`config.mk`:
```
export PLATFORM = sky130hd
export DESIGN_NAME = cache_ctrl_fsm
export DESIGN_NICKNAME = d
export VERILOG_FILES = /design/src/rtl/cache_ctrl_fsm.sv
export SDC_FILE = /design/constraint.sdc
export NUM_CORES = 1
export LEC_CHECK = 0
export ABC_AREA = 0
export CORE_MARGIN = 2
export CORE_UTILIZATION = 25
export DETAILED_ROUTE_END_ITERATION = 6
export GPL_TIMING_DRIVEN = 0
export SKIP_CTS_REPAIR_TIMING = 1
export SKIP_LAST_GASP = 1
export SLEW_MARGIN = 40
export SYNTH_ARGS = -nofsm -noshare
export SYNTH_HDL_FRONTEND = slang
export SYNTH_SLANG_ARGS = --single-unit
```
`constraint.sdc`:
```
create_clock -name clk -period 2.9 [get_ports clk]
set_clock_uncertainty 0.05 [all_clocks]
set_input_delay 0.29 -clock clk [delete_from_list [all_inputs] [get_ports clk]]
set_output_delay 0.29 -clock clk [all_outputs]
set_load 0.005 [all_outputs]
```
`src/rtl/cache_ctrl_fsm.sv`:
```
// Sequencing controller for the 4-way set-associative cache: CPU request handshake,
// array enables, write-allocate / write-through refill and hit/miss statistics.
module cache_ctrl_fsm #(
    parameter int INIT_CYCLES = 4,
    parameter int MEM_TIMEOUT = 64,
    parameter int CNT_W       = 16
) (
    input  logic             clk,
    input  logic             reset,
    input  logic             run,
    input  logic             RW,
    input  logic             hit,
    input  logic             mem_ack,
    output logic             busy,
    output logic             done,
    output logic             err,
    output logic             SelecMemCPU,
    output logic             ReadEnableTag,
    output logic             ReadEnableData,
    output logic             gen_reset,
    output logic             write_enable_ram,
    output logic             write_enable_cpu,
    output logic             enable_contadores,
    output logic             count_read,
    output logic             mem_req,
    output logic             mem_we,
    output logic [CNT_W-1:0] hit_count,
    output logic [CNT_W-1:0] miss_count
);
    localparam int INIT_W = (INIT_CYCLES > 1) ? $clog2(INIT_CYCLES) : 1;
    localparam int TO_W   = (MEM_TIMEOUT > 1) ? $clog2(MEM_TIMEOUT) : 1;

    typedef enum logic [3:0] {
        S_INIT     = 4'd0,
        S_IDLE     = 4'd1,
        S_LOOKUP   = 4'd2,
        S_COMPARE  = 4'd3,
        S_FILL_REQ = 4'd4,
        S_FILL     = 4'd5,
        S_WR_WORD  = 4'd6,
        S_WT_REQ   = 4'd7,
        S_RESP     = 4'd8,
        S_ERR      = 4'd9
    } state_t;

    typedef struct packed {
        logic busy;
        logic done;
        logic err;
        logic sel_cpu;
        logic re_tag;
        logic re_data;
        logic gen_reset;
        logic we_ram;
        logic we_cpu;
        logic en_cnt;
        logic count_read;
        logic mem_req;
        logic mem_we;
    } ctrl_t;

    // Moore decode; the RESP counter pulse belongs only to reads since writes
    // already bumped the hit way in WR_WORD.
    function automatic ctrl_t decode_ctrl(input state_t st, input logic rw);
        ctrl_t c;
        c      = '0;
        c.busy = (st != S_IDLE);
        case (st)
            S_INIT:     c.gen_reset = 1'b1;
            S_IDLE:     c.busy = 1'b0;
            S_LOOKUP: begin
                c.re_tag     = 1'b1;
                c.re_data    = 1'b1;
                c.count_read = 1'b1;
            end
            S_COMPARE:  c.busy = 1'b1;
            S_FILL_REQ: c.mem_req = 1'b1;
            S_FILL: begin
                c.we_ram = 1'b1;
                c.en_cnt = 1'b1;
            end
            S_WR_WORD: begin
                c.sel_cpu = 1'b1;
                c.we_cpu  = 1'b1;
                c.en_cnt  = 1'b1;
            end
            S_WT_REQ: begin
                c.mem_req = 1'b1;
                c.mem_we  = 1'b1;
            end
            S_RESP: begin
                c.done   = 1'b1;
                c.en_cnt = ~rw;
            end
            S_ERR: begin
                c.done = 1'b1;
                c.err  = 1'b1;
            end
            default:    c.gen_reset = 1'b1;
        endcase
        return c;
    endfunction

    state_t             state_r, state_s;
    logic [INIT_W-1:0]  init_cnt_r, init_cnt_s;
    logic [TO_W-1:0]    to_cnt_r, to_cnt_s;
    logic               retry_r, retry_s;
    logic               rw_r, rw_s;
    logic [CNT_W-1:0]   hit_count_r, hit_count_s;
    logic [CNT_W-1:0]   miss_count_r, miss_count_s;
    ctrl_t              ctrl_r;

    // Next-state, bookkeeping counters and saturating statistics.
    always_comb begin
        state_s      = state_r;
        init_cnt_s   = init_cnt_r;
        to_cnt_s     = to_cnt_r;
        retry_s      = retry_r;
        rw_s         = rw_r;
        hit_count_s  = hit_count_r;
        miss_count_s = miss_count_r;
        case (state_r)
            S_INIT: begin
                if (init_cnt_r == INIT_W'(INIT_CYCLES - 1)) begin
                    state_s    = S_IDLE;
                    init_cnt_s = '0;
                end else begin
                    init_cnt_s = init_cnt_r + INIT_W'(1);
                end
            end
            S_IDLE: begin
                if (run) begin
                    rw_s    = RW;
                    retry_s = 1'b0;
                    state_s = S_LOOKUP;
                end else begin
                    state_s = S_IDLE;
                end
            end
            S_LOOKUP: state_s = S_COMPARE;
            S_COMPARE: begin
                if (retry_r) begin
                    hit_count_s = hit_count_r;
                end else if (hit) begin
                    hit_count_s = (&hit_count_r) ? hit_count_r : hit_count_r + CNT_W'(1);
                end else begin
                    miss_count_s = (&miss_count_r) ? miss_count_r : miss_count_r + CNT_W'(1);
                end
                if (hit) begin
                    state_s = rw_r ? S_WR_WORD : S_RESP;
                end else if (retry_r) begin
                    state_s = S_ERR;
                end else begin
                    state_s  = S_FILL_REQ;
                    to_cnt_s = '0;
                end
            end
            S_FILL_REQ, S_WT_REQ: begin
                // An ack in the final allowed cycle still counts as success.
                if (mem_ack) begin
                    state_s = (state_r == S_FILL_REQ) ? S_FILL : S_RESP;
                end else if (to_cnt_r == TO_W'(MEM_TIMEOUT - 1)) begin
                    state_s = S_ERR;
                end else begin
                    to_cnt_s = to_cnt_r + TO_W'(1);
                end
            end
            S_FILL: begin
                retry_s = 1'b1;
                state_s = S_LOOKUP;
            end
            S_WR_WORD: begin
                to_cnt_s = '0;
                state_s  = S_WT_REQ;
            end
            S_RESP:  state_s = S_IDLE;
            S_ERR:   state_s = S_IDLE;
            default: state_s = S_INIT;
        endcase
    end

    // State and registered control outputs (decoded from the upcoming state).
    always_ff @(posedge clk or negedge reset) begin
        if (!reset) begin
            state_r      <= S_INIT;
            init_cnt_r   <= '0;
            to_cnt_r     <= '0;
            retry_r      <= 1'b0;
            rw_r         <= 1'b0;
            hit_count_r  <= '0;
            miss_count_r <= '0;
            ctrl_r       <= decode_ctrl(S_INIT, 1'b0);
        end else begin
            state_r      <= state_s;
            init_cnt_r   <= init_cnt_s;
            to_cnt_r     <= to_cnt_s;
            retry_r      <= retry_s;
            rw_r         <= rw_s;
            hit_count_r  <= hit_count_s;
            miss_count_r <= miss_count_s;
            ctrl_r       <= decode_ctrl(state_s, rw_s);
        end
    end

    assign busy              = ctrl_r.busy;
    assign done              = ctrl_r.done;
    assign err               = ctrl_r.err;
    assign SelecMemCPU       = ctrl_r.sel_cpu;
    assign ReadEnableTag     = ctrl_r.re_tag;
    assign ReadEnableData    = ctrl_r.re_data;
    assign gen_reset         = ctrl_r.gen_reset;
    assign write_enable_ram  = ctrl_r.we_ram;
    assign write_enable_cpu  = ctrl_r.we_cpu;
    assign enable_contadores = ctrl_r.en_cnt;
    assign count_read        = ctrl_r.count_read;
    assign mem_req           = ctrl_r.mem_req;
    assign mem_we            = ctrl_r.mem_we;
    assign hit_count         = hit_count_r;
    assign miss_count        = miss_count_r;

endmodule
```
==> results of run 1 <==
worst max-delay path, stage by stage (launching register included):
cell and delay, ps:
dfrtp_1 420, ha_1 220, and3_4 200, a311o_1 390
a221oi_4 420, xnor2_2 200, or4_1 490, a21oi_1 160
final timing paths:
kind                            endpoint  slack [ps]  cells past startpoint
max                          to_cnt_r[3]         280                      7
min                         hit_count[9]         350                      2
max reg2reg                  to_cnt_r[3]         280                      7
min reg2reg                hit_count[14]         440                      1
max in group asynchronous           busy        1900                      3
min in group clk           hit_count[14]         440                      1
cell families (layout without fill, tap and decap cells):
logic type	after synthesis	count (layout)	synth area share, %
flip-flops	56	56	52.1
XOR/XNOR	31	31	10.4
AO/OA/AOI/OAI	32	32	8.41
buffers and inverters	18	78	3.07
adder cells (fa/ha/maj)	4	4	1.86
multiplexers	5	5	2.09
AND/OR/NAND/NOR	109	109	22.1
per-stage QoR:
stage                     instances  utilization, %
after global placement          441            32.4
final                           451            33.7
after detailed placement        442            32.6
after floorplan                 255               -
after CTS                       450            33.5
after global routing            451            33.7
cell usage in the layout, fill, tap and decap left out, types with 2 or more instances in the layout:
cell / count
nor3_1: 4
buf_4: 4
o211ai_1: 2
nor2b_1: 5
xor2_1: 9
nand4b_1: 4
dfrtp_1: 54
and2_1: 3
and4_1: 4
nor2_1: 16
clkbuf_8: 6
nand4_1: 7
a31oi_1: 2
nand2_1: 27
clkbuf_1: 3
a21oi_1: 8
xnor2_1: 21
ha_1: 4
mux2_2: 5
clkdlybuf4s50_1: 49
or4_1: 2
or3_1: 5
nand3_1: 15
dfstp_2: 2
and3_1: 5
buf_2: 3
o21ai_0: 8
inv_1: 9
a31o_2: 3
nand2b_1: 4
layer usage:
layer | vias to the layer above | GRT usage [%]
li1 | 1006 | -
met1 | 991 | 13.7
met2 | 41 | 17.3
met3 | 5 | 2.48
met4 | 0 | 2.47
met5 | - | 0
power by group through the flow:
stage                     combinational [mW]  sequential, mW  clock [mW]
after floorplan                        0.603            1.05           0
after detailed placement               0.962            1.07           0
final                                  0.957            1.05       0.445
after global routing                    1.07            1.08       0.513
after global placement                 0.936            1.06           0
after CTS                              0.967            1.05       0.474
final cells by class:
class | instances | area [um2]
Timing Repair Buffer | 52 | 528
Clock inverter | 1 | 8.76
Fill cell | 1079 | 6870
Tap cell | 136 | 170
Buffer | 8 | 45.0
Sequential cell | 56 | 1400
Clock buffer | 7 | 86.3
Multi-Input combinational cell | 181 | 1220
Inverter | 10 | 37.5
sequential cells by signal, indices dropped and copies added (netlist names), 2 cells and up:
name	cells
state_r	4
hit_count	16
to_cnt_r	6
miss_count	16
init_cnt_r	2
==> impl_metrics.py, run 1 <==
metrics = {
    "drt": {
        "dr.first_iter.drc_count": 36,
        "met3WireLength_um": 226,
        "detailedRoute.firstPassIterationCount": 5,
        "wl_met2_um": 2750,
        "top_layer_used": "met4",
        "route.vias.total": 2043,
        "wl_met1_um": 2680,
        "route.final.wire_length_um": 5700,
        "vias_per_cell": 4.53,
        "routedWlPerCell_um": 12.6,
        "drcViolationCount": 0,
        "drtAntennaViolNets": 0,
    },
    "global_routing": {
        "grt_overflow_total": 0,
        "grt_max_degree": 36,
        "grt_first_pass_wirelength_um": 9770,
        "first_global_vias": 2040,
        "grt.total_usage_pct": 10.4,
        "antenna_violations_before_repair": 0,
    },
    "cts": {
        "clock_transition_at_the_register_clock_pins_on_the_worst_setup_and_hold_paths_after_cts_ps": 100,
        "h_tree_level_count": 2,
        "tritoncts.num_buffers": 5,
        "cts_sinks": 56,
        "clockRootBuffer": "clkbuf_8",
        "clock_tree_from_tritoncts": "built",
        "insertion_delay_of_the_later_clocked_pin_in_the_worst_skew_pair_ps": 300,
        "clock_path_buffers": 2,
    },
    "yosys": {
        "synthesis.nets": 265,
        "synth_edf_count": 0,
        "synth_async_sr_flop_share_pct": 100,
        "yosysTopAreaCell": "dfrtp_1",
        "yosysTopAreaCellShare_pct": 50.2,
        "synth_cell_type_count": 46,
        "synth_area_leaders": "dfrtp_1 50%, xnor2_1 6.8%, nand2_1 3.8%",
        "ys_seq_area_share_pct": 52.1,
        "postSynth.topFlopCell": "dfrtp_1",
        "synth_cells": 255,
        "ys_top_cells_by_count": "54 x dfrtp_1, 27 x nand2_1, 21 x xnor2_1",
        "ys_warn_count": 0,
        "synth-seq-cells": 56,
        "netlist_area_um2": 2690,
        "synthMostInstantiatedCell": "dfrtp_1",
        "post_synth.cell_area_avg_um2": 10.6,
    },
    "sta": {
        "worstMarginPinSlew_ps": 545,
        "rsz_0062_raised_after_global_routing": "no",
        "fin_tns_setup_ps": 0,
        "report.final.hold_viol_count": 0,
        "worst_relative_slew_slack_pct": 63.6,
        "fin_crit_ps": 2620,
        "timing_max_transition_violations_final": 0,
        "finalWorstSetupSlack_ps": 281,
        "fin_crit_sh_pct": 90.3,
        "hold-worst-slack_ps": 348,
        "timing.final.setup_violations": 0,
        "fmax_mhz": 382,
    },
    "finish": {
        "fin_area_um2": 3500,
        "antenna-diode-count": 0,
        "final_layout_size_suffix_gt1_share_pct": 10.2,
        "nets": 324,
        "area_growth_pct": 29.9,
    },
    "power_and_ir_drop": {
        "power_switching_share_pct": 35.7,
        "power.combinational.fraction_pct": 39.0,
        "p_sw_mw": 0.876,
        "cellInternalPower_mw": 1.58,
        "worst_vdd_rail_ir_drop_uv": 454,
        "power.density_nw_per_um2": 702,
        "portion_of_total_power_attributed_to_the_clock_network_pct": 18.1,
        "total_power_mw": 2.45,
        "power_leakage_nw": 1.52,
        "pwr-share-seq_pct": 42.9,
    },
    "floorplanning": {
        "ios": 51,
        "fp.coreArea_um2": 10400,
        "die_height_um": 108,
        "die_x_um": 108,
        "dieArea_um2": 11600,
        "starting_utilization_of_the_core_area_pct": 26.0,
        "rows": 37,
    },
    "critical_path": {
        "setup.worst_path.start_class": "register",
        "timing.critical_path.to_type": "register",
        "crit_path_max_fanout": 9,
        "worstSetupPathType": "reg2reg",
        "worstPathArrival_ps": 2800,
        "critical_path_required_ps": 3080,
        "timing.rr.start": "to_cnt_r[0]",
        "critPathLaunch": "to_cnt_r[0]",
    },
    "placed_design": {
        "routabilityCongestion": 0.809,
        "hpwl_dp_um": 4210,
        "placement.io_buffers": 50,
        "place_area_um2": 3380,
        "post-place-ws_ps": 231,
    },
    "hold_path": {
        "hp-class": "in2async",
    },
    "job": {
        "cap_violations": 0,
    },
    "status": {
        "result_of_the_run": "completed",
    },
}
Power figures use the tool's default switching activity.
==> run 2, diff against run 1 <==
--- a/config.mk
+++ b/config.mk
@@ -9,6 +9,7 @@
 export CORE_MARGIN = 2
 export CORE_UTILIZATION = 25
 export DETAILED_ROUTE_END_ITERATION = 6
+export GPL_ROUTABILITY_DRIVEN = 0
 export GPL_TIMING_DRIVEN = 0
 export SKIP_CTS_REPAIR_TIMING = 1
 export SKIP_LAST_GASP = 1
==> results of run 2 <==
Final layout, timing and power as in run 1 (identical DEF).
